===== src/rtl/csa3_resolver.sv =====
// Resolves the redundant (sum, carry, carry-out) vectors of a 4:3 compressor row
// into a binary result, CHUNK bits per cycle, with valid/ready on both sides.
module csa3_resolver #(
  parameter int WIDTH = 24,
  parameter int CHUNK = 8
) (
  input  logic               clk,
  input  logic               rst,
  input  logic               in_valid,
  output logic               in_ready,
  input  logic [WIDTH-1:0]   s_vec,
  input  logic [WIDTH-1:0]   c_vec,
  input  logic [WIDTH-1:0]   o_vec,
  output logic               out_valid,
  input  logic               out_ready,
  output logic [WIDTH+2:0]   result
);

  localparam int RW  = WIDTH + 3;
  localparam int NCH = (RW + CHUNK - 1) / CHUNK;
  localparam int PW  = NCH * CHUNK;
  localparam int IW  = (NCH > 1) ? $clog2(NCH) : 1;
  localparam int SW  = CHUNK + 2;
  localparam logic [IW-1:0] LAST_IDX = IW'(NCH - 1);

  typedef enum logic [1:0] {IDLE, RUN, DONE} state_e;

  state_e          state_q, state_d;
  logic [PW-1:0]   a_q, b_q, c_q, acc_q;
  logic [IW-1:0]   idx_q;
  logic [1:0]      carry_q;
  logic [SW-1:0]   chunk_sum;
  int              base;

  // NOTE: sequential state uses non-blocking (<=) so every flop samples pre-edge values.
  always_ff @(posedge clk) begin
    if (rst) state_q <= IDLE;
    else     state_q <= state_d;
  end

  // NOTE: next-state gets a default before the case so no path leaves it unassigned (no latch).
  always_comb begin
    state_d = state_q;
    unique case (state_q)
      IDLE:    if (in_valid)          state_d = RUN;
      RUN:     if (idx_q == LAST_IDX) state_d = DONE;
      DONE:    if (out_ready)         state_d = IDLE;
      default:                        state_d = IDLE;
    endcase
  end

  assign in_ready  = (state_q == IDLE);
  assign out_valid = (state_q == DONE);
  assign result    = acc_q[RW-1:0];

  // Three CHUNK-bit slices plus a carry of at most 2 stay below 2^(CHUNK+2).
  always_comb begin
    base      = int'(idx_q) * CHUNK;
    chunk_sum = SW'(a_q[base +: CHUNK]) + SW'(b_q[base +: CHUNK])
              + SW'(c_q[base +: CHUNK]) + SW'(carry_q);
  end

  // NOTE: operand registers carry no reset; they are loaded before any use and rst only needs control state.
  always_ff @(posedge clk) begin
    if (state_q == IDLE && in_valid) begin
      a_q <= '0;
      b_q <= '0;
      c_q <= '0;
      a_q[WIDTH-1:0]   <= s_vec;
      b_q[WIDTH:1]     <= c_vec;
      c_q[WIDTH+1:2]   <= o_vec;
    end
  end

  always_ff @(posedge clk) begin
    if (rst) begin
      acc_q   <= '0;
      idx_q   <= '0;
      carry_q <= '0;
    end else begin
      unique case (state_q)
        IDLE: begin
          if (in_valid) begin
            acc_q   <= '0;
            idx_q   <= '0;
            carry_q <= '0;
          end
        end
        RUN: begin
          acc_q[base +: CHUNK] <= chunk_sum[CHUNK-1:0];
          carry_q              <= chunk_sum[SW-1:CHUNK];
          idx_q                <= idx_q + IW'(1);
        end
        default: ;
      endcase
    end
  end

  // Padding bits above the result width can never be set, since 7*(2^WIDTH-1) fits in RW bits.
  generate
    if (PW > RW) begin : g_pad_check
      pad_zero_a: assert property (@(posedge clk) disable iff (rst)
        (state_q == DONE) |-> (acc_q[PW-1:RW] == '0));
    end
  endgenerate

endmodule


===== config.mk =====
export PLATFORM = sky130hd
export DESIGN_NAME = csa3_resolver
export DESIGN_NICKNAME = d
export VERILOG_FILES = /design/src/rtl/csa3_resolver.sv
export SDC_FILE = /design/constraint.sdc
export NUM_CORES = 1
export LEC_CHECK = 0
export CORE_ASPECT_RATIO = 1.1
export CORE_MARGIN = 3
export CORE_UTILIZATION = 50
export DETAILED_ROUTE_END_ITERATION = 12
export PLACE_DENSITY_LB_ADDON = 0.1
export SYNTH_ARGS = -nofsm -noshare
export SYNTH_HDL_FRONTEND = slang
export SYNTH_SLANG_ARGS = --single-unit

===== constraint.sdc =====
create_clock -name clk -period 5 [get_ports clk]
set_input_delay 0.75 -clock clk [delete_from_list [all_inputs] [get_ports clk]]
set_output_delay 0.75 -clock clk [all_outputs]
set_load 0.01 [all_outputs]

==> reports/results.ini, run 1 <==
[clock_tree]
clock_path_buffers=2
cts_tree=yes
ctsRootBufferMaster=clkbuf_8
cts_resized=0
numCtsBuffers=9
clk_latency_ns=0.37
cts_hold_buffers=0
path_clk_slew_ns=0.10
htree_levels=3
clkSinkCount=105
post_cts_buffers=0

[grt]
grtUsageTotal_pct=18.52
grt-ovfl-total=0
grt_max_degree=41
grt_pass1_wl_um=15460
antenna_found_initial=0
grt_pass1_vias=3225

[floorplan]
die_area_mm2=0.01067
start_util_pct=52.29
die_w_um=98.78
core_area_mm2=0.009054
die_h_um=108.1
rows=36
pin_count=105

[placement]
port_buffers=104
dp_hpwl_um=6978
place_area_mm2=0.005897
place_congestion=0.8711

[yosys]
synth.avg_cell_area_um2=12.53
synth_warnings=0
synth-seq-area-share_pct=59.62
ys_seq_elements=105
netlist_area_mm2=0.004735
syn-num-nets=483
synth_cell_type_count=50
syn_inst=378

[finish]
fin_util_pct=67.33
antenna-diode-count=0
syn2layout_area_growth_pct=28.75
nets=587
layout-drive-gt1-share_pct=5.544
final_cell_area_mm2=0.006096

[setup_path]
cp.arrival_ns=3.89
startpoint_type=flop
cp-startpoint=idx_q[1]
regToRegSetupSlack_ns=1.36
r2r_end=acc_q[13]
crit_path_end=acc_q[13]
worst_setup_path_end_kind=flop
required_ns=5.25
reg2reg_from=idx_q[1]
ff2ff_path_depth=12
crit_fanout=21
path_class=flop to flop

[sta]
max_slew_margin_pct=44.18
maxSlewViolCount=0
finalCritPeriodShare_pct=72.75
setup_tns_ns=0
fin_skew_ns=0.01291
finalSetupViolations=0
min_period_ns=3.638
finalHoldViolCount=0
rsz0062_at_grt=false
max_slew.worst_pin.slew_ns=0.8353
clock.fmax_mhz=274.9

[route]
num_vias=3261
wire_per_inst_um=15.62
first_pass_iters=4
wl_met1_um=3985
wl_met3_um=538
vias_per_cell=5.426
drt_iter0_markers=177
drtAntennaViolNets=0
drt_wl_total_um=9390
drc_errors=0
wl_met2_um=4688
topRoutingLayerUsed=met4

[hold_path]
min_path_cells=2
min_path_type=flop to flop

[pwr]
p_leak_nw=2.193
peakVddDrop_mv=0.1921
power_w=0.002082
pwr_density_cell_mw_per_mm2=341.6

[run]
maxCapViolCount=0

[run_status]
status=finished, final reports clean

[cell type report]
| type | count | area, um^2 |
|---|---|---|
| clock buffers | 13 | 160.2 |
| fillers | 690 | 2958 |
| clock inverters | 3 | 38.79 |
| multi-input cells | 239 | 1780 |
| inverters | 17 | 63.81 |
| flip-flops and latches | 105 | 2824 |
| repair buffers | 110 | 1086 |
| well taps | 114 | 142.6 |
[kinds of logic after synthesis]
logic type	count (synthesis)	share of synthesized area, %
AO/OA/AOI/OAI	81	11.18
XOR/XNOR	1	0.1850
adder cells (fa/ha/maj)	29	9.249
buffers and inverters	34	2.933
flip-flops	105	59.62
multiplexers	24	5.074
AND/OR/NAND/NOR	104	11.76
[how the worst min path moves through the flow]
stage / from / slack (ns) / endpoint
final: acc_q[4] / 0.46 / acc_q[4]
after global routing: acc_q[20] / 0.49 / acc_q[20]
after CTS: acc_q[4] / 0.46 / acc_q[4]
after detailed placement: acc_q[4] / 0.45 / acc_q[4]
after global placement: acc_q[20] / 0.44 / acc_q[20]
after floorplan: acc_q[20] / 0.48 / acc_q[20]
[synth_stat cells, drive strengths merged]
| library cell | number | area, um^2 |
|---|---|---|
| fa | 10 | 200.2 |
| o22ai | 1 | 6.260 |
| o21a | 1 | 7.510 |
| nand3b | 8 | 72.57 |
| o21ai | 14 | 70.07 |
| o211ai | 3 | 22.52 |
| a31oi | 1 | 6.260 |
| nor3 | 3 | 15.01 |
| nand4 | 1 | 6.260 |
| a22oi | 17 | 127.6 |
| o311ai | 3 | 26.28 |
| a21o | 6 | 45.04 |
| a311o | 1 | 10.01 |
| clkbuf | 9 | 33.78 |
| a32oi | 3 | 26.28 |
| nand2 | 21 | 78.83 |
| or4b | 1 | 10.01 |
| a221o | 1 | 10.01 |
| mux2i | 24 | 240.2 |
| and2 | 1 | 6.260 |
| a21oi | 24 | 120.1 |
| a21boi | 1 | 7.510 |
| nor2b | 5 | 31.28 |
| nor2 | 41 | 153.9 |
| edfxtp | 72 | 2162 |
| o21bai | 1 | 7.510 |
| and2b | 1 | 7.510 |
| and3b | 2 | 17.52 |
| buf | 8 | 41.29 |
| nand3 | 3 | 15.01 |
| nor4b | 1 | 23.77 |
| nor3b | 5 | 42.54 |
| ha | 19 | 237.7 |
| a211oi | 3 | 27.52 |
| or3b | 1 | 8.760 |
| nand2b | 5 | 33.78 |
| and4 | 1 | 8.760 |
| inv | 17 | 63.81 |
| or3 | 4 | 25.02 |
| dfxtp | 33 | 660.6 |
| a211o | 1 | 8.760 |
| xor2 | 1 | 8.760 |
[layout by cell type, fill, tap and decap left out, types with 2 or more instances in the layout]
master,n
clkdlybuf4s50_1,104
edfxtp_1,72
nor2_1,40
dfxtp_1,32
mux2i_1,24
a21oi_1,24
nand2_1,21
ha_1,19
a22oi_1,17
inv_1,15
o21ai_1,10
fa_1,10
clkbuf_8,9
nand3b_1,7
a21o_1,6
buf_4,6
nor2b_1,5
o21ai_0,4
nand2b_1,4
nor3b_1,4
or3_1,4
nor3_1,3
nand3_1,3
o211ai_1,3
o311ai_1,3
a32oi_1,3
clkbuf_1,3
inv_2,2
and3b_1,2
a211oi_1,2
[per-stage QoR]
step | hold WS, ns | std cells | setup WS (ns)
finish | 0.4633 | 601 | 1.362
global placement | 0.4399 | 585 | 1.453
detailed placement | 0.4475 | 585 | 1.353
floorplan | 0.4761 | 378 | 0.5772
global route | 0.4930 | 601 | 1.138
CTS | 0.4602 | 601 | 1.340
[where the power goes]
group / switching, W / internal [W]
logic: 0.000301 / 0.000249
clock network: 0.000272 / 0.000260
registers: 0.0000199 / 0.000981
total: 0.000592 / 0.00149
[registers in the layout (all words and copies together), names as in the netlist]
signal   count
acc_q       27
a_q         24
b_q         24
c_q         24
carry_q      2
idx_q        2
state_q      2
[metal layers]
layer,track usage (%),vias up
met1,24.41,1548
met5,0,-
met3,4.774,14
met4,7.220,0
met2,29.51,109
li1,-,1590
[critical path, cell delays in order (launching register included)]
cell and delay [ns]:
dfxtp_2 0.52, nor2_1 0.07, buf_4 0.21, a21oi_1 0.21, fa_1 0.47, fa_1 0.55
inv_1 0.04, ha_1 0.21, fa_1 0.40, a21o_1 0.23, a211o_1 0.34, a32oi_1 0.20
nor2_1 0.05
No activity file was read; power rests on OpenSTA's default activity.
==> run 2, diff against run 1 <==
--- a/config.mk
+++ b/config.mk
@@ -7,7 +7,7 @@
 export LEC_CHECK = 0
 export CORE_ASPECT_RATIO = 1.1
 export CORE_MARGIN = 3
-export CORE_UTILIZATION = 50
+export CORE_UTILIZATION = 46
 export DETAILED_ROUTE_END_ITERATION = 12
 export PLACE_DENSITY_LB_ADDON = 0.1
 export SYNTH_ARGS = -nofsm -noshare
==> constraint.sdc (replaced) <==
create_clock -name clk -period 3.3 [get_ports clk]
set_input_delay 0.495 -clock clk [delete_from_list [all_inputs] [get_ports clk]]
set_output_delay 0.495 -clock clk [all_outputs]
set_load 0.01 [all_outputs]
==> run 2 against run 1 <==
  * The run now ends with negative setup slack left
  * Clock power up 41%
  * Highest routed layer unchanged
  * Critical endpoint unchanged
  * Register-to-register slack worse by 1.4 ns
  * Power rose by 54%
  * Hold slack better by 0.025 ns
  * Flip-flop and latch count stayed put
  * Setup slack got worse by 1.4 ns
  * Via count up 1.3%
  * Sequential power is 52% higher
==> reports/results.ini, run 2 (synthesis results as in run 1) <==
[placement]
dp_hpwl_um=7407  ; was 6978 um
place_area_mm2=0.006041  ; was 0.005897 mm^2
dpl.cell_count=604  ; was 585
place_congestion=0.7992  ; was 0.8711
port_buffers=104  ; unchanged

[setup_path]
critPathMaxStageDelay_ns=0.52  ; was 0.55 ns
worst_setup_path_end_kind=flop  ; unchanged
reg2reg_from=idx_q[1]  ; unchanged
slowest_stage=fa_1  ; unchanged
path_class=flop to flop  ; unchanged
startpoint_type=flop  ; unchanged
regToRegSetupSlack_ns=-0.06  ; was 1.36 ns
ff2ff_path_depth=12  ; unchanged
crit_fanout=6  ; was 21
cp.arrival_ns=3.60  ; was 3.89 ns
cp-startpoint=idx_q[1]  ; unchanged
required_ns=3.54  ; was 5.25 ns
crit_chain=mux2i_2 > nor2_1 > a21oi_2 > fa_1 > fa_1 > inv_1 > ha_2 > fa_2 > a21o_4 > a211o_1 > a32oi_1 > nor2_1  ; was nor2_1 > buf_4 > a21oi_1 > fa_1 > fa_1 > inv_1 > ha_1 > fa_1 > a21o_1 > a211o_1 > a32oi_1 > nor2_1
r2r_end=acc_q[13]  ; unchanged

[route]
topRoutingLayerUsed=met4  ; unchanged
drt_wl_total_um=9953  ; was 9390 um
vias_per_cell=5.336  ; was 5.426
drt_iter0_markers=150  ; was 177
num_vias=3303  ; was 3261
wire_per_inst_um=16.08  ; was 15.62 um
drtAntennaViolNets=0  ; unchanged
wl_met2_um=5026  ; was 4688 um
drc_errors=0  ; unchanged
wl_met3_um=474  ; was 538 um
first_pass_iters=4  ; unchanged
wl_met1_um=4242  ; was 3985 um

[sta]
fin_ws_ns=-0.05531  ; was 1.362 ns
finalHoldViolCount=0  ; unchanged
finalCritPeriodShare_pct=101.7  ; was 72.75%
max_slew_margin_pct=66.04  ; was 44.18%
holdWs_ns=0.4886  ; was 0.4633 ns
maxSlewViolCount=0  ; unchanged
min_period_ns=3.355  ; was 3.638 ns
max_slew.worst_pin.slew_ns=0.5055  ; was 0.8353 ns
fin_skew_ns=0.01058  ; was 0.01291 ns
rsz0062_at_grt=true  ; was false
clock.fmax_mhz=298.0  ; was 274.9 MHz
finalSetupViolations=6  ; was 0

[grt]
grt_max_degree=74  ; was 41
grt_pass1_wl_um=16140  ; was 15460 um
grtUsageTotal_pct=17.86  ; was 18.52%
grt_pass1_vias=3331  ; was 3225
antenna_found_initial=0  ; unchanged
grt-ovfl-total=0  ; unchanged

[finish]
layout_common_cells=104 x clkdlybuf4s50_1, 72 x edfxtp_1, 39 x nor2_1  ; was 104 x clkdlybuf4s50_1, 72 x edfxtp_1, 40 x nor2_1
nets=600  ; was 587
fillers=823  ; was 690
largest_reg_flops=27  ; unchanged
antenna-diode-count=0  ; unchanged
final_cell_area_mm2=0.006262  ; was 0.006096 mm^2
syn2layout_area_growth_pct=32.27  ; was 28.75%
layout_commonest_cell=clkdlybuf4s50_1  ; unchanged
layout-drive-gt1-share_pct=10.42  ; was 5.544%
top_register=acc_q  ; unchanged
fin_cells=619  ; was 601

[floorplan]
start_util_pct=47.65  ; was 52.29%
core_area_mm2=0.009937  ; was 0.009054 mm^2
pin_count=105  ; unchanged
die_w_um=102.7  ; was 98.78 um
die_h_um=112.4  ; was 108.1 um
rows=38  ; was 36
die_area_mm2=0.01155  ; was 0.01067 mm^2

[clock_tree]
numCtsBuffers=9  ; unchanged
path_clk_slew_ns=0.09  ; was 0.10 ns
clk_latency_ns=0.36  ; was 0.37 ns
cts_hold_buffers=0  ; unchanged
cts_tree=yes  ; unchanged
clkSinkCount=105  ; unchanged
clock_path_buffers=2  ; unchanged
post_cts_buffers=0  ; unchanged
ctsRootBufferMaster=clkbuf_8  ; unchanged
htree_levels=3  ; unchanged

[hold_path]
min_path_type=flop to flop  ; unchanged
min_from=acc_q[4]  ; unchanged
holdPathEnd=acc_q[4]  ; unchanged
min_path_cells=2  ; unchanged

[pwr]
peakVddDrop_mv=0.2892  ; was 0.1921 mV
pwr_density_cell_mw_per_mm2=512.2  ; was 341.6 mW/mm^2
p_leak_nw=2.251  ; was 2.193 nW
power_w=0.003208  ; was 0.002082 W

[run_status]
status=complete, but fails checks  ; was finished, final reports clean
violations=negative setup slack

[run]
maxCapViolCount=0  ; unchanged

## run 2: cell count changes in the layout (fill, tap and decap cells not counted), moves of 3 or more
cell / previous run / this run
a21oi_2: 0 / 4
buf_6: 0 / 3
buf_4: 6 / 15
a21oi_1: 24 / 20
## run 2: through the flow
step / utilization (%) / setup WS, ns / TNS [ns]
after floorplan: - / 0.008931 / 0
after global placement: 60.79 / 0.04950 / 0
after detailed placement: 60.79 / -0.05795 / -0.1964
after CTS: 62.68 / 0.0004596 / 0
after global routing: 63.02 / -0.1834 / -1.742
final: 63.02 / -0.05531 / -0.1822
## run 2: how the worst max path moves through the flow
| stage | end | slack [ns] |
|---|---|---|
| 6_report | acc_q[13] | -0.06 |
| 4_1_cts | carry_q[1] | 0.0005 |
| 3_5_place_dp | acc_q[15] | -0.06 |
| 3_3_place_gp | carry_q[1] | 0.05 |
| 5_1_grt | acc_q[13] | -0.18 |
| 2_1_floorplan | carry_q[1] | 0.009 |
## run 2: area by class of cell
type | count | area, um^2 | area share, %
flip-flops and latches | 105 | 2828 | 45.15
inverters | 17 | 68.82 | 1.099
clock inverters | 3 | 42.54 | 0.6793
repair buffers | 123 | 1207 | 19.28
multi-input cells | 239 | 1831 | 29.23
well taps | 120 | 150.1 | 2.398
clock buffers | 12 | 135.1 | 2.158
## run 2: worst max-delay path: cells and delay by family (launching register included)
kind / cells / cell delay [ns]
adder cells (fa/ha/maj): 4 / 1.52
buffers and inverters: 1 / 0.04
AO/OA/AOI/OAI: 4 / 0.92
flip-flops: 1 / 0.42
multiplexers: 1 / 0.22
AND/OR/NAND/NOR: 2 / 0.12
## run 2: layer usage
metal | global-route usage [%] | up-vias
met5 | 0 | -
met4 | 7.945 | 0
met3 | 2.672 | 14
met2 | 28.94 | 107
met1 | 23.66 | 1567
li1 | - | 1615
## run 2: timing repair
action,4_1_cts,5_1_grt
endpoints found under the setup margin,8,14
pin swaps,2,4
resized for setup,3,7
hold endpoints to repair,0,0
## run 2: report_power, final
part / switching (W) / internal, W
logic: 0.000490 / 0.000446
clock network: 0.000405 / 0.000346
registers: 0.0000340 / 0.00149
total: 0.000929 / 0.00228
==> run 3, diff against run 2 <==
--- a/config.mk
+++ b/config.mk
@@ -9,6 +9,7 @@
 export CORE_MARGIN = 3
 export CORE_UTILIZATION = 46
 export DETAILED_ROUTE_END_ITERATION = 12
+export GPL_TIMING_DRIVEN = 0
 export PLACE_DENSITY_LB_ADDON = 0.1
 export SYNTH_ARGS = -nofsm -noshare
 export SYNTH_HDL_FRONTEND = slang
==> run 3 against run 2 <==
  * The run still ends with negative setup slack left
  * Global-route usage is 0.19 points higher
  * Clock skew is 0.0018 ns lower
  * Wire length is 3.2% higher
  * Cell count is 2.3% higher
  * Clock power is 13% higher
  * Setup slack worse by 0.12 ns
==> reports/results.ini, run 3 (synthesis results as in run 1) <==
[pwr]
peakVddDrop_mv=0.2978  ; was 0.2892 mV
seqPwrFrac_pct=43.9  ; was 47.4%
comb_power_share_pct=31.5  ; was 29.2%
p_int_w=0.002436  ; was 0.002279 W
pwr_density_cell_mw_per_mm2=528.1  ; was 512.2 mW/mm^2
p_clk_share_pct=24.5  ; was 23.4%
p_switching_w=0.001015  ; was 0.0009290 W
power.share.switching_pct=29.41  ; was 28.96%
p_leak_nw=2.342  ; was 2.251 nW

[route]
wl_met3_um=490  ; was 474 um
drtAntennaViolNets=0  ; unchanged
wl_met1_um=4298  ; was 4242 um
wire_per_inst_um=16.22  ; was 16.08 um
topRoutingLayerUsed=met4  ; unchanged
drt_iter0_markers=116  ; was 150
drt_wl_total_um=10270  ; was 9953 um
drc_errors=0  ; unchanged
wl_met2_um=5254  ; was 5026 um
vias_per_cell=5.292  ; was 5.336
num_vias=3350  ; was 3303
first_pass_iters=4  ; unchanged

[setup_path]
worst_setup_path_end_kind=flop  ; unchanged
slowest_stage=fa_1  ; unchanged
critPathBufInv=4  ; was 1
critPathMaxStageDelay_ns=0.56  ; was 0.52 ns
cp.arrival_ns=3.72  ; was 3.60 ns
crit_chain=buf_8 > inv_8 > nor2_4 > buf_8 > a21oi_4 > fa_1 > fa_1 > inv_2 > ha_4 > fa_2 > a21o_1 > a211o_1 > a32oi_1 > nor2_1  ; was mux2i_2 > nor2_1 > a21oi_2 > fa_1 > fa_1 > inv_1 > ha_2 > fa_2 > a21o_4 > a211o_1 > a32oi_1 > nor2_1
path_class=flop to flop  ; unchanged
critPathTopFamily=adder cells  ; unchanged
required_ns=3.55  ; was 3.54 ns
startpoint_type=flop  ; unchanged
crit_fanout=10  ; was 6

[finish]
fillers=784  ; was 823
fin_cells=633  ; was 619
syn2layout_area_growth_pct=38.00  ; was 32.27%
layout_commonest_cell=clkdlybuf4s50_1  ; unchanged
largest_reg_flops=27  ; unchanged
layout_common_cells=104 x clkdlybuf4s50_1, 72 x edfxtp_1, 39 x nor2_1  ; unchanged
top_register=acc_q  ; unchanged
nets=613  ; was 600
antenna-diode-count=0  ; unchanged
layout-drive-gt1-share_pct=15.01  ; was 10.42%

[grt]
grtUsageTotal_pct=18.05  ; was 17.86%
grt_max_degree=35  ; was 74
antenna_found_initial=0  ; unchanged
grt_pass1_vias=3510  ; was 3331
grt-ovfl-total=0  ; unchanged
grt_pass1_wl_um=16300  ; was 16140 um

[run_status]
status=complete, but fails checks  ; unchanged
violations=negative setup slack  ; unchanged

[floorplan]
core_area_mm2=0.009937  ; unchanged
rows=38  ; unchanged
die_h_um=112.4  ; unchanged
die_w_um=102.7  ; unchanged
pin_count=105  ; unchanged
die_area_mm2=0.01155  ; unchanged
start_util_pct=47.65  ; unchanged

[clock_tree]
clock_path_buffers=2  ; unchanged
numCtsBuffers=9  ; unchanged
cts_hold_buffers=0  ; unchanged
clk_latency_ns=0.36  ; about the same
clkSinkCount=105  ; unchanged
path_clk_slew_ns=0.10  ; was 0.09 ns
ctsRootBufferMaster=clkbuf_8  ; unchanged
cts_tree=yes  ; unchanged
htree_levels=3  ; unchanged

[sta]
fin_skew_ns=0.008756  ; was 0.01058 ns
min_period_ns=3.479  ; was 3.355 ns
clock.fmax_mhz=287.5  ; was 298.0 MHz
max_slew_margin_pct=64.64  ; was 66.04%
setup_tns_ns=-0.8625  ; was -0.1822 ns
finalCritPeriodShare_pct=105.4  ; was 101.7%
fin_ws_ns=-0.1787  ; was -0.05531 ns
maxSlewViolCount=0  ; unchanged
finalSetupViolations=7  ; was 6
max_slew.worst_pin.slew_ns=0.5304  ; was 0.5055 ns
finalHoldViolCount=0  ; unchanged
rsz0062_at_grt=true  ; unchanged

[placement]
place_congestion=0.8301  ; was 0.7992
port_buffers=104  ; unchanged
dp_hpwl_um=7707  ; was 7407 um
dpl.cell_count=604  ; unchanged

[run]
maxCapViolCount=0  ; unchanged

[hold_path]
min_path_type=flop to flop  ; unchanged

run 3: cell count changes in the layout (fill, tap and decap cells not counted), sizes merged:
| cell | previous run | this run |
|---|---|---|
| clkbuf | 12 | 16 |
| clkinv | 0 | 2 |
| buf | 19 | 26 |
| bufinv | 1 | 2 |
run 3: repair_timing:
| item | CTS | global route |
|---|---|---|
| pin swaps | 7 | 13 |
| endpoints found under the setup margin | 19 | 20 |
| setup buffers | 10 | 6 |
| resized for setup | 20 | 23 |
run 3: worst paths after layout:
path	startpoint	to	slack, ns	cells after the start
max	idx_q[0]	acc_q[5]	-0.18	14
min	acc_q[12]	acc_q[12]	0.46	2
max reg2reg	idx_q[0]	acc_q[5]	-0.18	14
min reg2reg	acc_q[12]	acc_q[12]	0.46	2
run 3: cell type report:
| cell class | count | area [um^2] | share of cell area [%] |
|---|---|---|---|
| clock buffer | 10 | 127.6 | 1.953 |
| tap | 120 | 150.1 | 2.298 |
| buffer | 15 | 126.4 | 1.934 |
| multi-input combinational | 239 | 1949 | 29.84 |
| clock inverter | 6 | 82.58 | 1.264 |
| inverter | 17 | 71.32 | 1.092 |
| sequential | 105 | 2825 | 43.24 |
| timing repair buffer | 121 | 1201 | 18.38 |
run 3: routing by layer:
metal  up-vias  track usage, %
met5         -               0
met4         0           6.908
met3        18           3.667
met2        94           30.96
met1      1590           22.17
li1       1648               -
run 3: stage by stage:
stage,hold slack [ns],instance area [um^2],total power [W],utilization (%),setup slack (ns)
after floorplan,0.4761,4786,0.002107,-,0.008931
after global placement,0.4436,5977,0.002392,60.15,-0.8123
after detailed placement,0.4484,6030,0.002417,60.68,-0.4569
after CTS,0.4613,6390,0.003343,64.30,-0.08798
after global routing,0.4928,6534,0.003624,65.75,-0.2722
final,0.4566,6534,0.003450,65.75,-0.1787
run 3: worst register-to-register path, cell delays in order, from the launching register on:
cell	delay, ns
dfxtp_2	0.36
buf_8	0.13
inv_8	0.05
nor2_4	0.15
buf_8	0.14
a21oi_4	0.06
fa_1	0.52
fa_1	0.56
inv_2	0.05
ha_4	0.17
fa_2	0.35
a21o_1	0.21
a211o_1	0.36
a32oi_1	0.21
nor2_1	0.06
run 3: power groups by stage:
stage	Sequential [W]	Combinational (W)	Clock, W
after global routing	0.00152	0.00119	0.000913
after global placement	0.00155	0.000845	0
final	0.00152	0.00109	0.000847
after floorplan	0.00155	0.000560	0
after detailed placement	0.00154	0.000872	0
after CTS	0.00151	0.000972	0.000857
